**config.mk**
```make
export PLATFORM = sky130hd
export DESIGN_NAME = uart_tx_frame_arbiter
export DESIGN_NICKNAME = d
export VERILOG_FILES = /design/src/rtl/uart_arb_pkg.sv /design/src/rtl/uart_tx_frame_arbiter_rr_arbiter.sv /design/src/rtl/uart_tx_frame_arbiter.sv
export SDC_FILE = /design/constraint.sdc
export NUM_CORES = 1
export LEC_CHECK = 0
export CAP_MARGIN = 10
export CORE_ASPECT_RATIO = 1.4
export CORE_MARGIN = 5
export CORE_UTILIZATION = 46
export CTS_CLUSTER_DIAMETER = 60
export DETAILED_ROUTE_END_ITERATION = 16
export PLACE_DENSITY = 0.83
export SYNTH_ARGS = -nofsm -noshare
export SYNTH_HDL_FRONTEND = slang
export SYNTH_SLANG_ARGS = --single-unit
export TNS_END_PERCENT = 30
```
**constraint.sdc**
```tcl
create_clock -name clk -period 3.75 [get_ports clk]
set_clock_uncertainty 0.05 [all_clocks]
set_input_delay 0.375 -clock clk [delete_from_list [all_inputs] [get_ports clk]]
set_output_delay 0.375 -clock clk [all_outputs]
set_load 0.05 [all_outputs]
```
**src/rtl/uart_arb_pkg.sv**
```systemverilog
// Shared types and defaults for the UART transmit frame arbiter.
// Holds the controller state encoding and a constant-safe clog2 helper.
package uart_arb_pkg;

    typedef enum logic [2:0] {
        S_IDLE,
        S_GRANT,
        S_SEND,
        S_WAIT_ACK,
        S_WAIT_DONE,
        S_DONE
    } state_e;

    localparam int          DEF_NREQ        = 4;
    localparam int          DEF_NBYTES      = 8;
    localparam int          DEF_N           = 8;
    localparam int          DEF_MSB_FIRST   = 1;
    localparam logic [15:0] DEF_ACK_TIMEOUT = 16'h0400;

    function automatic int clog2(input int v);
        int r;
        r = 0;
        while ((1 << r) < v) r++;
        return r;
    endfunction

endpackage

```
**src/rtl/uart_tx_frame_arbiter_rr_arbiter.sv**
```systemverilog
// Round-robin pick: first requester strictly after last_i, wrapping.
// Implemented by rotating the request vector so the search always starts at bit 0.
module rr_arbiter
    import uart_arb_pkg::*;
#(
    parameter int NREQ = DEF_NREQ,
    parameter int IW   = clog2(NREQ)
) (
    input  logic [NREQ-1:0] req_i,
    input  logic [IW-1:0]   last_i,
    output logic [IW-1:0]   winner_o,
    output logic            any_valid_o
);

    localparam logic [IW:0] NR = (IW+1)'(NREQ);

    logic [2*NREQ-1:0] dbl;
    logic [NREQ-1:0]   rot;
    logic [IW:0]       base;
    logic [IW:0]       pos;
    logic [IW:0]       sum;

    always_comb begin
        dbl  = {req_i, req_i};
        base = {1'b0, last_i} + 1'b1;
        rot  = NREQ'(dbl >> base);
        pos  = '0;
        for (int i = NREQ - 1; i >= 0; i--) begin
            if (rot[i]) pos = (IW+1)'(i);
        end
        sum = pos + base;
        winner_o = (sum >= NR) ? IW'(sum - NR) : IW'(sum);
    end

    assign any_valid_o = |req_i;

endmodule

```
**src/rtl/uart_tx_frame_arbiter.sv**
```systemverilog
// Arbitrates whole frames from NREQ requesters onto one byte transmitter.
// The granted frame is buffered so requesters may change data once granted.
module uart_tx_frame_arbiter
    import uart_arb_pkg::*;
#(
    parameter int          NREQ        = DEF_NREQ,
    parameter int          NBYTES      = DEF_NBYTES,
    parameter int          N           = DEF_N,
    parameter int          MSB_FIRST   = DEF_MSB_FIRST,
    parameter logic [15:0] ACK_TIMEOUT = DEF_ACK_TIMEOUT
) (
    input  logic                       clk,
    input  logic                       reset,
    input  logic [NREQ-1:0]            req_valid,
    input  logic [NREQ*NBYTES*N-1:0]   req_data,
    output logic [NREQ-1:0]            req_ready,
    output logic                       tx_start,
    output logic [N-1:0]               tx_byte,
    input  logic                       tx_busy,
    output logic [clog2(NREQ)-1:0]     grant_id,
    output logic                       active,
    output logic                       frame_done,
    output logic                       tx_err
);

    localparam int IW = clog2(NREQ);
    localparam int FW = NBYTES * N;
    localparam int CW = clog2(NBYTES) + 1;
    localparam logic [CW-1:0] LASTB = CW'(NBYTES - 1);

    state_e         state_q, state_d;
    logic [IW-1:0]  last_q, last_d;
    logic [IW-1:0]  gid_q, gid_d;
    logic [FW-1:0]  buf_q, buf_d;
    logic [CW-1:0]  cnt_q, cnt_d;
    logic [15:0]    tmo_q, tmo_d;

    logic [IW-1:0]  winner;
    logic           any_valid;
    logic [CW-1:0]  bidx;
    logic [N-1:0]   cur_byte;

    rr_arbiter #(.NREQ(NREQ), .IW(IW)) u_rr (
        .req_i       (req_valid),
        .last_i      (last_q),
        .winner_o    (winner),
        .any_valid_o (any_valid)
    );

    assign bidx     = (MSB_FIRST != 0) ? LASTB - cnt_q : cnt_q;
    assign cur_byte = buf_q[bidx*N +: N];

    always_ff @(posedge clk or posedge reset) begin
        if (reset) begin
            state_q <= S_IDLE;
            last_q  <= IW'(NREQ - 1);
            gid_q   <= '0;
            buf_q   <= '0;
            cnt_q   <= '0;
            tmo_q   <= '0;
        end else begin
            state_q <= state_d;
            last_q  <= last_d;
            gid_q   <= gid_d;
            buf_q   <= buf_d;
            cnt_q   <= cnt_d;
            tmo_q   <= tmo_d;
        end
    end

    always_comb begin
        state_d    = state_q;
        last_d     = last_q;
        gid_d      = gid_q;
        buf_d      = buf_q;
        cnt_d      = cnt_q;
        tmo_d      = tmo_q;
        req_ready  = '0;
        tx_start   = 1'b0;
        frame_done = 1'b0;
        tx_err     = 1'b0;
        unique case (state_q)
            S_IDLE: begin
                if (any_valid) state_d = S_GRANT;
            end
            S_GRANT: begin
                if (!any_valid) begin
                    state_d = S_IDLE;
                end else begin
                    gid_d             = winner;
                    buf_d             = req_data[winner*FW +: FW];
                    req_ready[winner] = 1'b1;
                    cnt_d             = '0;
                    state_d           = S_SEND;
                end
            end
            S_SEND: begin
                if (!tx_busy) begin
                    tx_start = 1'b1;
                    tmo_d    = '0;
                    state_d  = S_WAIT_ACK;
                end
            end
            S_WAIT_ACK: begin
                if (tx_busy) begin
                    state_d = S_WAIT_DONE;
                end else if (tmo_q == ACK_TIMEOUT - 16'd1) begin
                    tx_err  = 1'b1;
                    last_d  = gid_q;
                    state_d = S_IDLE;
                end else begin
                    tmo_d = tmo_q + 16'd1;
                end
            end
            S_WAIT_DONE: begin
                if (!tx_busy) begin
                    if (cnt_q == LASTB) begin
                        state_d = S_DONE;
                    end else begin
                        cnt_d   = cnt_q + 1'b1;
                        state_d = S_SEND;
                    end
                end
            end
            S_DONE: begin
                frame_done = 1'b1;
                last_d     = gid_q;
                state_d    = S_IDLE;
            end
            default: state_d = S_IDLE;
        endcase
    end

    // Byte is presented from SEND so it is already settled when tx_start fires.
    always_comb begin
        tx_byte = '0;
        if (state_q == S_SEND || state_q == S_WAIT_ACK ||
            state_q == S_WAIT_DONE) begin
            tx_byte = cur_byte;
        end
    end

    assign grant_id = gid_q;
    assign active   = (state_q != S_IDLE);

endmodule

```
==> metrics.md <==
| Metric | Value |
|---|---|
| Status | completed |
| Leakage power | 0.00395 uW |
| Worst min path class | reg2reg |
| Endpoints failing setup | 0 |
| Residual DRC | 0 |
| Worst-Margin Slew | 0.926 ns |
| Pin count of the biggest net entering global routing | 70 |
| Worst Hold Depth | 2 |
| Top-count cell post-synth | nor2b_1 |
| Req. time, crit path | 3.32 ns |
| Cell Area, Synth | 7410 sq um |
| CTS tree | built |
| Crit path max-delay family | compound AO/OA/AOI/OAI gates |
| Largest area contributor in the netlist | dfrtp_1 |
| Vias in the first global route | 7344 |
| Max-cap check violation count | 0 |
| Crit path capture type | output pin |
| Met1 Use GR | 30.5% |
| Fraction of layout cells with a size suffix above 1 | 18.1% |
| Reg2reg end | buf_q[32] |
| Ranking of synthesized cells by area | dfrtp_1, nor2b_1, a2111oi_2, o31ai_2, a221oi_1 |
| Die area | 18800 sq um |
| CP bufs+invs | 2 |
| # rows | 55 |
| Vias/cell | 6.03 |
| Top cell by count, worst path | a21oi_1 |
| Post-Route WL | 25.4 mm |
| Worst Hold Path EP | buf_q[5] |
| Routability cong. | 0.871 |
| H-tree levels | 3 |
| Boundary pin count | 281 |
| Fmax | 0.285 GHz |
| CTS Sinks | 91 |
| Placed Area | 10500 sq um |
| Max-slew headroom | 37.9% |
| First-pass GRT wire length | 38.6 mm |
| Clock root buffer | clkbuf_16 |
| HPWL after DPL | 19.8 mm |
| CTS Buffer Depth | 2 |
| Power Dens Cells | 937 nW/um^2 |
| Core Footprint | 16000 sq um |
| CP Data Arrival Time | 3.08 ns |
| GRT overflow | 0 |
| Max IR drop VDD | 0.675 mV |
| Tmin final | 3.50 ns |
| Grt met3 use | 5.38% |
| CP Class | reg2out |
| Hold Startpoint | buf_q[5] |
| Reg-to-reg setup timing slack | 0.52 ns |
| Dominant synthesized flop cell | dfrtp_1 |
| IO buf count | 280 |
| Synth Instances | 754 |
| Sequential area share after synthesis | 30.8% |
| Die Y | 160 microns |
| CTS clk-pin slew, worst paths | 0.07 ns |
| Final hold viol count | 0 |
| Worst-Skew Late Latency | 0.33 ns |
| Yosys reg bits | 91 |
| RSZ-0062 raised after global routing | false |
| FFs w/ async S/R, synth | 100% |
| Yosys warns | 0 |
| Post-route design area | 10800 sq um |
| Antenna viol nets, final | 0 |
| Met2 global-route usage | 45.3% |
| Initial DRC Count | 491 |
| Avg Inst Size Synth | 9.83 sq um |
| Final slew viol count | 0 |
| Highest-delay cell along the critical path | dfstp_2 |
| CTS Hold Buffers Added | 0 |
| Tot GR Track Use | 26.2% |
| Initial antenna violation count | 1 |
| Cts bufs inserted | 9 |
| R2R cell count | 11 |
| Netlist cell types | 60 |
| CP Cell Sequence | inv_1, nor3b_1, a21oi_1, o221ai_1, a21oi_1, ha_4, xnor2_1, o31ai_4, nand2_1, nor3_1, buf_4 |
| Die Wd | 117 microns |
| CP Launch Type | flip-flop |
| Post-CTS Repair Setup Buffers | 0 |
| Initial Util | 46.2% |
| Final cycle utilization of the critical path | 93.4% |
| Area growth from synthesis to layout | 45.4% |
| R2R Path Start | last_q[0] |
| Crit-path max cell delay | 0.62 ns |
| Syn Nets | 1021 |
| Post-CTS resize count | 0 |
| EDFF count, synth | 0 |
| WL/cell | 21.2 microns |
| Worst Path Max Fanout | 15 |
| Top post-synthesis cells by count | nor2b_1, dfrtp_1, nand2_1 |
| GR peak layer | met2 |
| Nets@finish | 1264 |
| First drt pass iteration count | 5 |
| Setup tns final | 0 ns |
| Yosys top cell area share | 30.0% |
| Total number of vias | 7250 |
## cell type report
type | count | area, sq um
Timing Repair Buffer | 318 | 3230
Inverter | 7 | 28.8
Antenna cell | 1 | 2.50
Clock buffer | 14 | 254
Tap cell | 199 | 249
Fill cell | 1275 | 5250
Multi-Input combinational cell | 570 | 4700
Clock inverter | 2 | 37.5
Sequential cell | 91 | 2280
## through the flow
step | util (%) | setup slack (ns) | std cells | total power [uW] | hold WS [ns]
after floorplan | - | 0.0610 | 754 | 7050 | 0.393
after global placement | 65.4 | 0.330 | 1185 | 9060 | 0.411
after detailed placement | 65.4 | 0.281 | 1185 | 9210 | 0.414
after CTS | 67.2 | 0.213 | 1201 | 10100 | 0.427
after global routing | 67.2 | 0.0669 | 1202 | 10800 | 0.450
final | 67.2 | 0.247 | 1202 | 10100 | 0.427
## worst min-delay path, delay by kind of cell, from the launching register on
| family | cells | cell delay (ns) |
|---|---|---|
| flip-flops | 1 | 0.34 |
| AND/OR/NAND/NOR | 1 | 0.05 |
| AO/OA/AOI/OAI | 1 | 0.05 |
## cells in the final DEF (no fill, tap or decap), types with 9 or more instances in the layout
cell type,instances
a2111oi_0,15
a2111oi_2,48
a221oi_1,64
buf_12,12
buf_4,29
clkbuf_16,9
clkdlybuf4s50_1,276
dfrtp_1,89
mux2i_1,9
mux4_2,16
nand2_1,81
nor2_1,26
nor2b_1,133
nor3_1,9
o21ai_0,10
o31ai_1,17
o31ai_2,49
## routing by layer
metal | vias to the layer above | routed length [microns] | share of wire, %
met5 | - | 0 | 0
met2 | 294 | 13300 | 52
met4 | 0 | 1140 | 4.5
li1 | 3403 | - | -
met1 | 3488 | 9220 | 36
met3 | 65 | 1750 | 6.9
## logic make-up (layout without fill, tap and decap cells)
| kind of cell | after synthesis | in the layout | share of synthesized area (%) |
|---|---|---|---|
| AND/OR/NAND/NOR | 291 | 291 | 21.3 |
| AO/OA/AOI/OAI | 237 | 237 | 33.1 |
| buffers and inverters | 93 | 341 | 6.47 |
| flip-flops | 91 | 91 | 30.8 |
| multiplexers | 27 | 27 | 6.38 |
| XOR/XNOR | 11 | 11 | 1.30 |
| adder cells (fa/ha/maj) | 4 | 4 | 0.675 |
| other | 0 | 1 | 0 |
## where the power goes
group          leakage [uW]  internal (uW)  switching [uW]
registers           0.00115           1410             362
clock network      0.000137            537             381
logic               0.00266           3150            4260
total               0.00395           5100            5000
## sequential cells by signal (all words and copies together) (netlist names)
name / count
buf_q: 64
tmo_q: 16
cnt_q: 4
state_q: 3
grant_id: 2
last_q: 2
## worst max path at each step
stage,endpoint,slack [ns],start,depth (start not counted)
after floorplan,req_ready[1],0.06,last_q[0],13
after global placement,req_ready[3],0.33,req_valid[3],12
after detailed placement,buf_q[46],0.28,req_valid[3],11
after CTS,req_ready[3],0.21,last_q[0],12
after global routing,req_ready[3],0.07,last_q[0],11
final,req_ready[3],0.25,last_q[0],11
Note: power is estimated with default switching activity, not from simulation.
